$ cat src/rtl/rv32i_amo_seq.sv
// Multi-cycle read-modify-write sequencer for RV32A word AMOs (IDLE -> READ x RD_LAT -> WRITE).
// Define RV32I_AMO_MINMAX_EN to add AMOMIN/AMOMAX/AMOMINU/AMOMAXU; otherwise those encodings raise amo_err.
module rv32i_amo_seq #(
    parameter int RD_LAT = 1
) (
    input  logic        clk,
    input  logic        rst_n,
    input  logic        is_amo,
    input  logic [2:0]  funct3,
    input  logic [4:0]  funct5,
    input  logic [31:0] rs1_data,
    input  logic [31:0] rs2_data,
    input  logic [31:0] mem_rdata,
    output logic        stall,
    output logic        busy,
    output logic        mem_read,
    output logic        mem_write,
    output logic [31:0] mem_addr,
    output logic [31:0] mem_wdata,
    output logic        rd_we,
    output logic [31:0] rd_wdata,
    output logic        amo_err
);

    typedef enum logic [1:0] {IDLE, READ, WRITE} state_t;

    state_t      state, state_nxt;
    logic [31:0] addr_q, opnd_q, old_q;
    logic [4:0]  op_q;
    logic [2:0]  cnt_q;
    logic        legal_op, accept, err_nxt, last_read;
    logic [31:0] amo_result;

    always_comb begin
        legal_op = 1'b0;
        case (funct5)
            5'b00000, 5'b00001, 5'b00100, 5'b01000, 5'b01100: legal_op = 1'b1;
`ifdef RV32I_AMO_MINMAX_EN
            5'b10000, 5'b10100, 5'b11000, 5'b11100:           legal_op = 1'b1;
`endif
            default:                                          legal_op = 1'b0;
        endcase
    end

    assign accept    = (state == IDLE) && is_amo && legal_op &&
                       (funct3 == 3'b010) && (rs1_data[1:0] == 2'b00);
    assign err_nxt   = (state == IDLE) && is_amo && !accept;
    assign last_read = (cnt_q == 3'(RD_LAT - 1));

    // Ties in the min/max compares keep the old memory value.
    always_comb begin
        amo_result = old_q;
        case (op_q)
            5'b00000: amo_result = old_q + opnd_q;
            5'b00001: amo_result = opnd_q;
            5'b00100: amo_result = old_q ^ opnd_q;
            5'b01000: amo_result = old_q | opnd_q;
            5'b01100: amo_result = old_q & opnd_q;
`ifdef RV32I_AMO_MINMAX_EN
            5'b10000: amo_result = ($signed(old_q) <= $signed(opnd_q)) ? old_q : opnd_q;
            5'b10100: amo_result = ($signed(old_q) >= $signed(opnd_q)) ? old_q : opnd_q;
            5'b11000: amo_result = (old_q <= opnd_q) ? old_q : opnd_q;
            5'b11100: amo_result = (old_q >= opnd_q) ? old_q : opnd_q;
`endif
            default:  amo_result = old_q;
        endcase
    end

    always_ff @(posedge clk or negedge rst_n) begin
        if (!rst_n) begin
            state   <= IDLE;
            addr_q  <= '0;
            opnd_q  <= '0;
            old_q   <= '0;
            op_q    <= '0;
            cnt_q   <= '0;
            amo_err <= 1'b0;
        end else begin
            state   <= state_nxt;
            amo_err <= err_nxt;
            if (accept) begin
                addr_q <= rs1_data;
                opnd_q <= rs2_data;
                op_q   <= funct5;
                cnt_q  <= '0;
            end
            if (state == READ) begin
                if (last_read)
                    old_q <= mem_rdata;
                else
                    cnt_q <= cnt_q + 3'd1;
            end
        end
    end

    // Outputs are zero outside the cycles that own the memory port or register write.
    always_comb begin
        state_nxt = state;
        stall     = 1'b0;
        busy      = 1'b0;
        mem_read  = 1'b0;
        mem_write = 1'b0;
        mem_addr  = '0;
        mem_wdata = '0;
        rd_we     = 1'b0;
        rd_wdata  = '0;
        case (state)
            IDLE: begin
                if (accept) begin
                    stall     = 1'b1;
                    state_nxt = READ;
                end
            end
            READ: begin
                stall    = 1'b1;
                busy     = 1'b1;
                mem_read = 1'b1;
                mem_addr = addr_q;
                if (last_read)
                    state_nxt = WRITE;
            end
            WRITE: begin
                busy      = 1'b1;
                mem_write = 1'b1;
                mem_addr  = addr_q;
                mem_wdata = amo_result;
                rd_we     = 1'b1;
                rd_wdata  = old_q;
                state_nxt = IDLE;
            end
            default: state_nxt = IDLE;
        endcase
    end

endmodule

$ cat config.mk
export PLATFORM = sky130hd
export DESIGN_NAME = rv32i_amo_seq
export DESIGN_NICKNAME = d
export VERILOG_FILES = /design/src/rtl/rv32i_amo_seq.sv
export SDC_FILE = /design/constraint.sdc
export NUM_CORES = 1
export LEC_CHECK = 0
export CAP_MARGIN = 20
export CORE_MARGIN = 2
export CORE_UTILIZATION = 30
export CTS_CLUSTER_DIAMETER = 40
export DETAILED_ROUTE_END_ITERATION = 10
export HOLD_SLACK_MARGIN = 0.03
export PLACE_DENSITY = 0.51
export SLEW_MARGIN = 0
export SYNTH_ARGS = -nofsm -noshare
export SYNTH_HDL_FRONTEND = slang
export SYNTH_SLANG_ARGS = --single-unit
$ cat constraint.sdc
create_clock -name clk -period 3 [get_ports clk]
set_clock_uncertainty 0.2 [all_clocks]
set_input_delay 0.3 -clock clk [delete_from_list [all_inputs] [get_ports clk]]
set_output_delay 0.3 -clock clk [all_outputs]
set_load 0.01 [all_outputs]
# Word level (Yosys, flattened, before mapping)
# Index checks and enable logic that the tools add are counted.
totals:
  regBits: 107
  out_inout_bits: 102
op_classes:
  n_addsub: 2
  n_eq_ne: 13
  n_mux: 16
  bitwise: 3
  n_reduce_logical: 15
ops:
  columns: ["cell", "n"]
  rows:
  - ["one-hot mux 32 bit (5 select lines)", 1]
  - ["two-way mux 32 bit", 3]
  - ["adder 32 bit", 1]
  - ["bitwise AND 32 bit", 1]
  - ["OR 32 bit", 1]
  - ["bitwise XOR 32 bit", 1]
  - ["== test 5 x 4 -> 1 bit (second input constant)", 4]
  - ["== test 5 x 1 -> 1 bit (second input constant)", 2]
  - ["== test 5 x 3 -> 1 bit (second input constant)", 2]
  - ["logical NOT 5 bit", 2]
  - ["two-way mux 3 bit", 3]
  - ["logical AND 1 bit", 5]
  - ["two-way mux 1 bit", 5]
  - ["OR reduction 5 bit", 1]
  - ["logical NOT 2 bit", 2]
  - ["two-way mux 2 bit", 2]
  - ["!= test 2 bit (second input constant)", 2]
  - ["one-hot mux 2 bit (2 select lines)", 1]
  - ["AND reduction 2 bit", 2]
  - ["adder 3 x 1 -> 3 bit (second input constant)", 1]
  - ["== test 3 x 2 -> 1 bit (second input constant)", 1]
  - ["logical NOT 3 bit", 1]
  - ["== test 2 x 1 -> 1 bit (second input constant)", 1]
  - ["== test 2 bit (second input constant)", 1]
  - ["3 further kinds", 3]

# Depth between registers and ports, before layout
depth:
  word_depth: 9
  mapped_depth: 11
  ltp_nobuf: 10

# Least setup slack after synthesis
# No wires, ideal clock.
synth_timing:
  kind: "register to output"
  from: "reg old_q[0]"
  to: "out mem_wdata[30]"
  arrival_ns: 2.353
  required_time_ns: 2.500
  setup_slack_ns: 0.147
  stages_incl_launch_ff: 11
  n_path_buf: 0
  path_cell_list: "dfrtp_1 -> ha_1 -> inv_1 -> fa_1 -> nand2b_1 -> a21oi_1 -> o31ai_1 -> a21boi_2 -> o2111ai_2 -> a2111o_1 -> o211ai_1"
synth_via:
  elab_chain_len: 3
synth_rtl:
  columns: ["element", "line", "source"]
  rows:
  - ["from (decl)", "28", "logic [31:0] addr_q, opnd_q, old_q;"]
  - ["from (signal assigned)", "89", "old_q <= mem_rdata;"]
  - ["adder 32 bit", "54", "5'b00000: amo_result = old_q + opnd_q;"]
  - ["one-hot mux 32 bit (5 select lines)", "53", "case (op_q)"]
  - ["two-way mux 32 bit", "107", "case (state)"]
  - ["to (decl)", "19", "output logic [31:0] mem_wdata,"]
# No other way between the ends.

# Worst setup path in the final report
layout_timing:
  from: "reg old_q[1]"
  to: "out mem_wdata[24]"
# Same word-level chain as after synthesis.

==> results by group <==
Synthesis
  – Largest cells by area after synthesis: dfrtp_1, ha_1, nand2_1, o21ai_0, mux2_2
  – Synth top area share: roughly 32%
  – Largest family of logic cells by synthesized area: compound AO/OA/AOI/OAI gates
  – EDFF count, synth: 0
  – Ys flop type: dfrtp_1
  – Post-synthesis sequential area ratio: between 30% and 40%
  – Post-Synthesis Cell Area: 8360 µm²
  – Async set-reset flop share out of synthesis: 100%
  – Synthesized flop and latch total: between 100 and 150
  – Synth cell count leaders: nand2_1, dfrtp_1, o21ai_0
  – Syn avg cell area: 8.00 µm²
  – Simple-gate area share of the yosys netlist: approximately a fifth
  – Xor and xnor area share after synthesis: 1.78%
  – Top-count cell post-synth: nand2_1
  – Compound-Gate Fraction of Synth Area: 23.0%
  – Cell taking the most area after synthesis: dfrtp_1
  – Post-Synth Adder-Cell Area: about a tenth
  – Synth Instances: around 1000
  – Post-synthesis mux area share: between 4 and 5%
  – Unique masters post-synth: 82
  – Mapped Nets: between 1000 and 1500
  – Ys Warns: 0

Final layout
  – Final core utilization: just over 50%
  – Antenna cells: 0
  – Nets@finish: 1673
  – Design area: 13900 µm²
  – Fraction of layout cells with a size suffix above 1: a little over a third
  – Layout area overhead: 66.4%

Critical path
  – Slowest CP cell: dfrtp_1
  – Critical path arrival: between 2 and 3 ns
  – Slowest stage delay, CP: 0.37 ns
  – Critical path required time: between 2 and 3 ns
  – Critical Path Source: old_q[1]
  – R2R Path End: opnd_q[31]
  – Crit. End Element: primary output
  – Most used cell, CP: buf_4
  – Crit Path Class: reg2out
  – CP startpoint kind: flip-flop
  – Critical path, cell by cell: inv_2 > buf_4 > fa_2 > nand2b_4 > a21oi_4 > buf_6 > o31a_1 > buf_4 > o211ai_1 > o211a_1 > xor2_1 > o21ai_1 > buf_2
  – R2r setup slk: between 0.6 and 0.7 ns
  – Worst r2r src: state[0]
  – Reg2reg path depth: 9
  – CP Max Fanout: 3

Timing
  – Worst slew pin tran: between 0.4 and 0.5 ns
  – Fin. Hold Viols: 0
  – Tcrit/Tclk final: 112%
  – Setup WS post-layout: -0.349 ns
  – Max Transition Viols Final: 0
  – Final setup fails: 26
  – Worst relative slew slack: approximately 67%
  – Unrepaired setup endpoints after global routing: yes
  – Max Clk Rate: around 300 MHz
  – Setup TNS: -5.78 ns
  – Final Critical Period: 3.35 ns

Power
  – Worst VDD drop: 0.415 mV
  – Total power draw: between 10 and 15 mW
  – PwrDens: just under 800 nW/µm²
  – Leakage: between 6 and 7 nW

CTS
  – CTS Buffer Depth: 2
  – Root cell of the clock tree: clkbuf_16
  – CTS Buf Count: 9
  – CTS tree: done
  – Reg clk slew, reported paths: 0.09 ns
  – H-tree levels: 3
  – Total clock sinks: approximately 110
  – Worst skew pair latency: between 0.3 and 0.4 ns

Route
  – Drt initial violations: roughly 370
  – Top sig layer: met4
  – Drt via density: ~4.9
  – Final wirelength: 31800 µm
  – Met1 wire length: 14100 µm
  – DRC viols: 0
  – DR WL/cell: between 15 and 20 µm
  – Met2 wire length: between 15000 and 20000 µm
  – DR vias: approximately 9000
  – Post-route ant nets: 0
  – Pre-Repair DR Iteration Count: 4
  – DR WL met3: 1970 µm

Global route
  – Global router's overall resource usage: ~22%
  – Vias in the first global route: between 9000 and 10000
  – First-pass GRT wire length: roughly 50000 µm
  – Initial antenna violation count: 0
  – Largest net degree at the start of global routing: between 70 and 80
  – Grt ovf: 0

Die
  – Core box area: between 20000 and 30000 µm²
  – I/O pin count: around 210
  – Starting Density: roughly 30%
  – Die X: between 150 and 200 µm
  – Die Ht: approximately 170 µm
  – Die area: 29200 µm²
  – # rows: 61

Min path
  – Worst Hold Path EP: addr_q[19]
  – HP Start: rs1_data[19]
  – HP Class: in2reg
  – Hold depth: 3

Run
  – Max cap viols: 0

Place
  – Gpl congestion: 0.888
  – Number of port buffers: ~210
  – Post-DP HPWL: 23800 µm
  – Worst slack, placed: -0.561 ns
  – Placed inst area: around 13000 µm²

Status
  – Failing checks: negative setup slack
  – Status: finished, violations left
## state kept, by name (all words and copies together) (netlist names)
| signal | flops |
|---|---|
| addr_q | 32 |
| old_q | 32 |
| opnd_q | 32 |
| op_q | 5 |
| cnt_q | 3 |
| state | 2 |
| amo_err | 1 |
## worst max path at each step
stage                          endpoint  slack, ns  cells past startpoint
after floorplan           mem_wdata[30]       0.15                     10
after global placement    mem_wdata[30]      -0.51                     11
after detailed placement  mem_wdata[30]      -0.56                     11
after CTS                 mem_wdata[15]      -0.41                     12
after global routing      mem_wdata[15]      -0.49                     12
final                     mem_wdata[24]      -0.35                     13
## per-layer routing
| metal | up-vias | global-route usage (%) |
|---|---|---|
| li1 | 4510 | - |
| met1 | 4348 | 28.0 |
| met2 | 232 | 37.4 |
| met3 | 35 | 4.90 |
| met4 | 0 | 4.38 |
| met5 | - | 0 |
## stage by stage
stage | cells | hold slack, ns
2_1_floorplan | 1045 | -0.196
3_3_place_gp | 1826 | 0.145
3_5_place_dp | 1826 | 0.146
4_1_cts | 1876 | 0.234
5_1_grt | 1879 | 0.254
6_report | 1879 | 0.247
## cell families (layout without fill, tap and decap cells)
logic type | count (synthesis) | count (layout)
multiplexers | 35 | 35
buffers and inverters | 144 | 600
AND/OR/NAND/NOR | 382 | 382
XOR/XNOR | 17 | 17
AO/OA/AOI/OAI | 290 | 290
adder cells (fa/ha/maj) | 70 | 70
flip-flops | 107 | 107
## critical path, delay by kind of cell (launching register included)
kind                     cells  cell delay (ns)
AO/OA/AOI/OAI                5             0.82
XOR/XNOR                     1             0.14
adder cells (fa/ha/maj)      1             0.36
buffers and inverters        5             0.62
flip-flops                   1             0.37
AND/OR/NAND/NOR              1             0.16
## placed cells by master (no fill, tap or decap), types with 5 or more instances in the layout
master,instances
a21o_1,16
a21oi_1,45
a21oi_2,20
a21oi_4,5
a221oi_1,12
a221oi_2,8
a22oi_1,8
and2_1,43
and3_4,5
buf_12,5
buf_2,23
buf_4,272
buf_6,18
clkbuf_16,9
clkdlybuf4s50_1,174
dfrtp_1,104
ha_1,41
ha_2,10
ha_4,18
inv_1,72
inv_2,13
mux2_2,33
nand2_1,175
nand2_2,7
nand2b_1,5
nand3_1,12
nand4_1,8
nor2_1,83
nor3_1,6
o211ai_1,11
o21ai_0,71
o21ai_1,9
o21ai_2,9
o22ai_1,11
xnor2_1,5
xor2_1,8
## cell type report
type | count | area (µm²)
clock inverter | 6 | 67.6
tap | 378 | 473
inverter | 86 | 324
fill | 2687 | 13700
clock buffer | 10 | 239
timing repair buffer | 498 | 4260
multi-input combinational | 794 | 5860
sequential | 107 | 2680
## power by group
group / switching [mW] / total (mW) / internal, mW
clock network: 0.653 / 1.27 / 0.614
registers: 0.191 / 1.92 / 1.73
logic: 3.76 / 7.71 / 3.95
total: 4.61 / 10.9 / 6.30
## what timing repair did
item	CTS	global route
resized for setup	280	28
hold endpoints to repair	107	0
setup endpoints to repair	35	31
pin swaps	82	39
hold buffers	1	0
buffers inserted	34	6
cloned	0	0
Power figures use the tool's default switching activity.
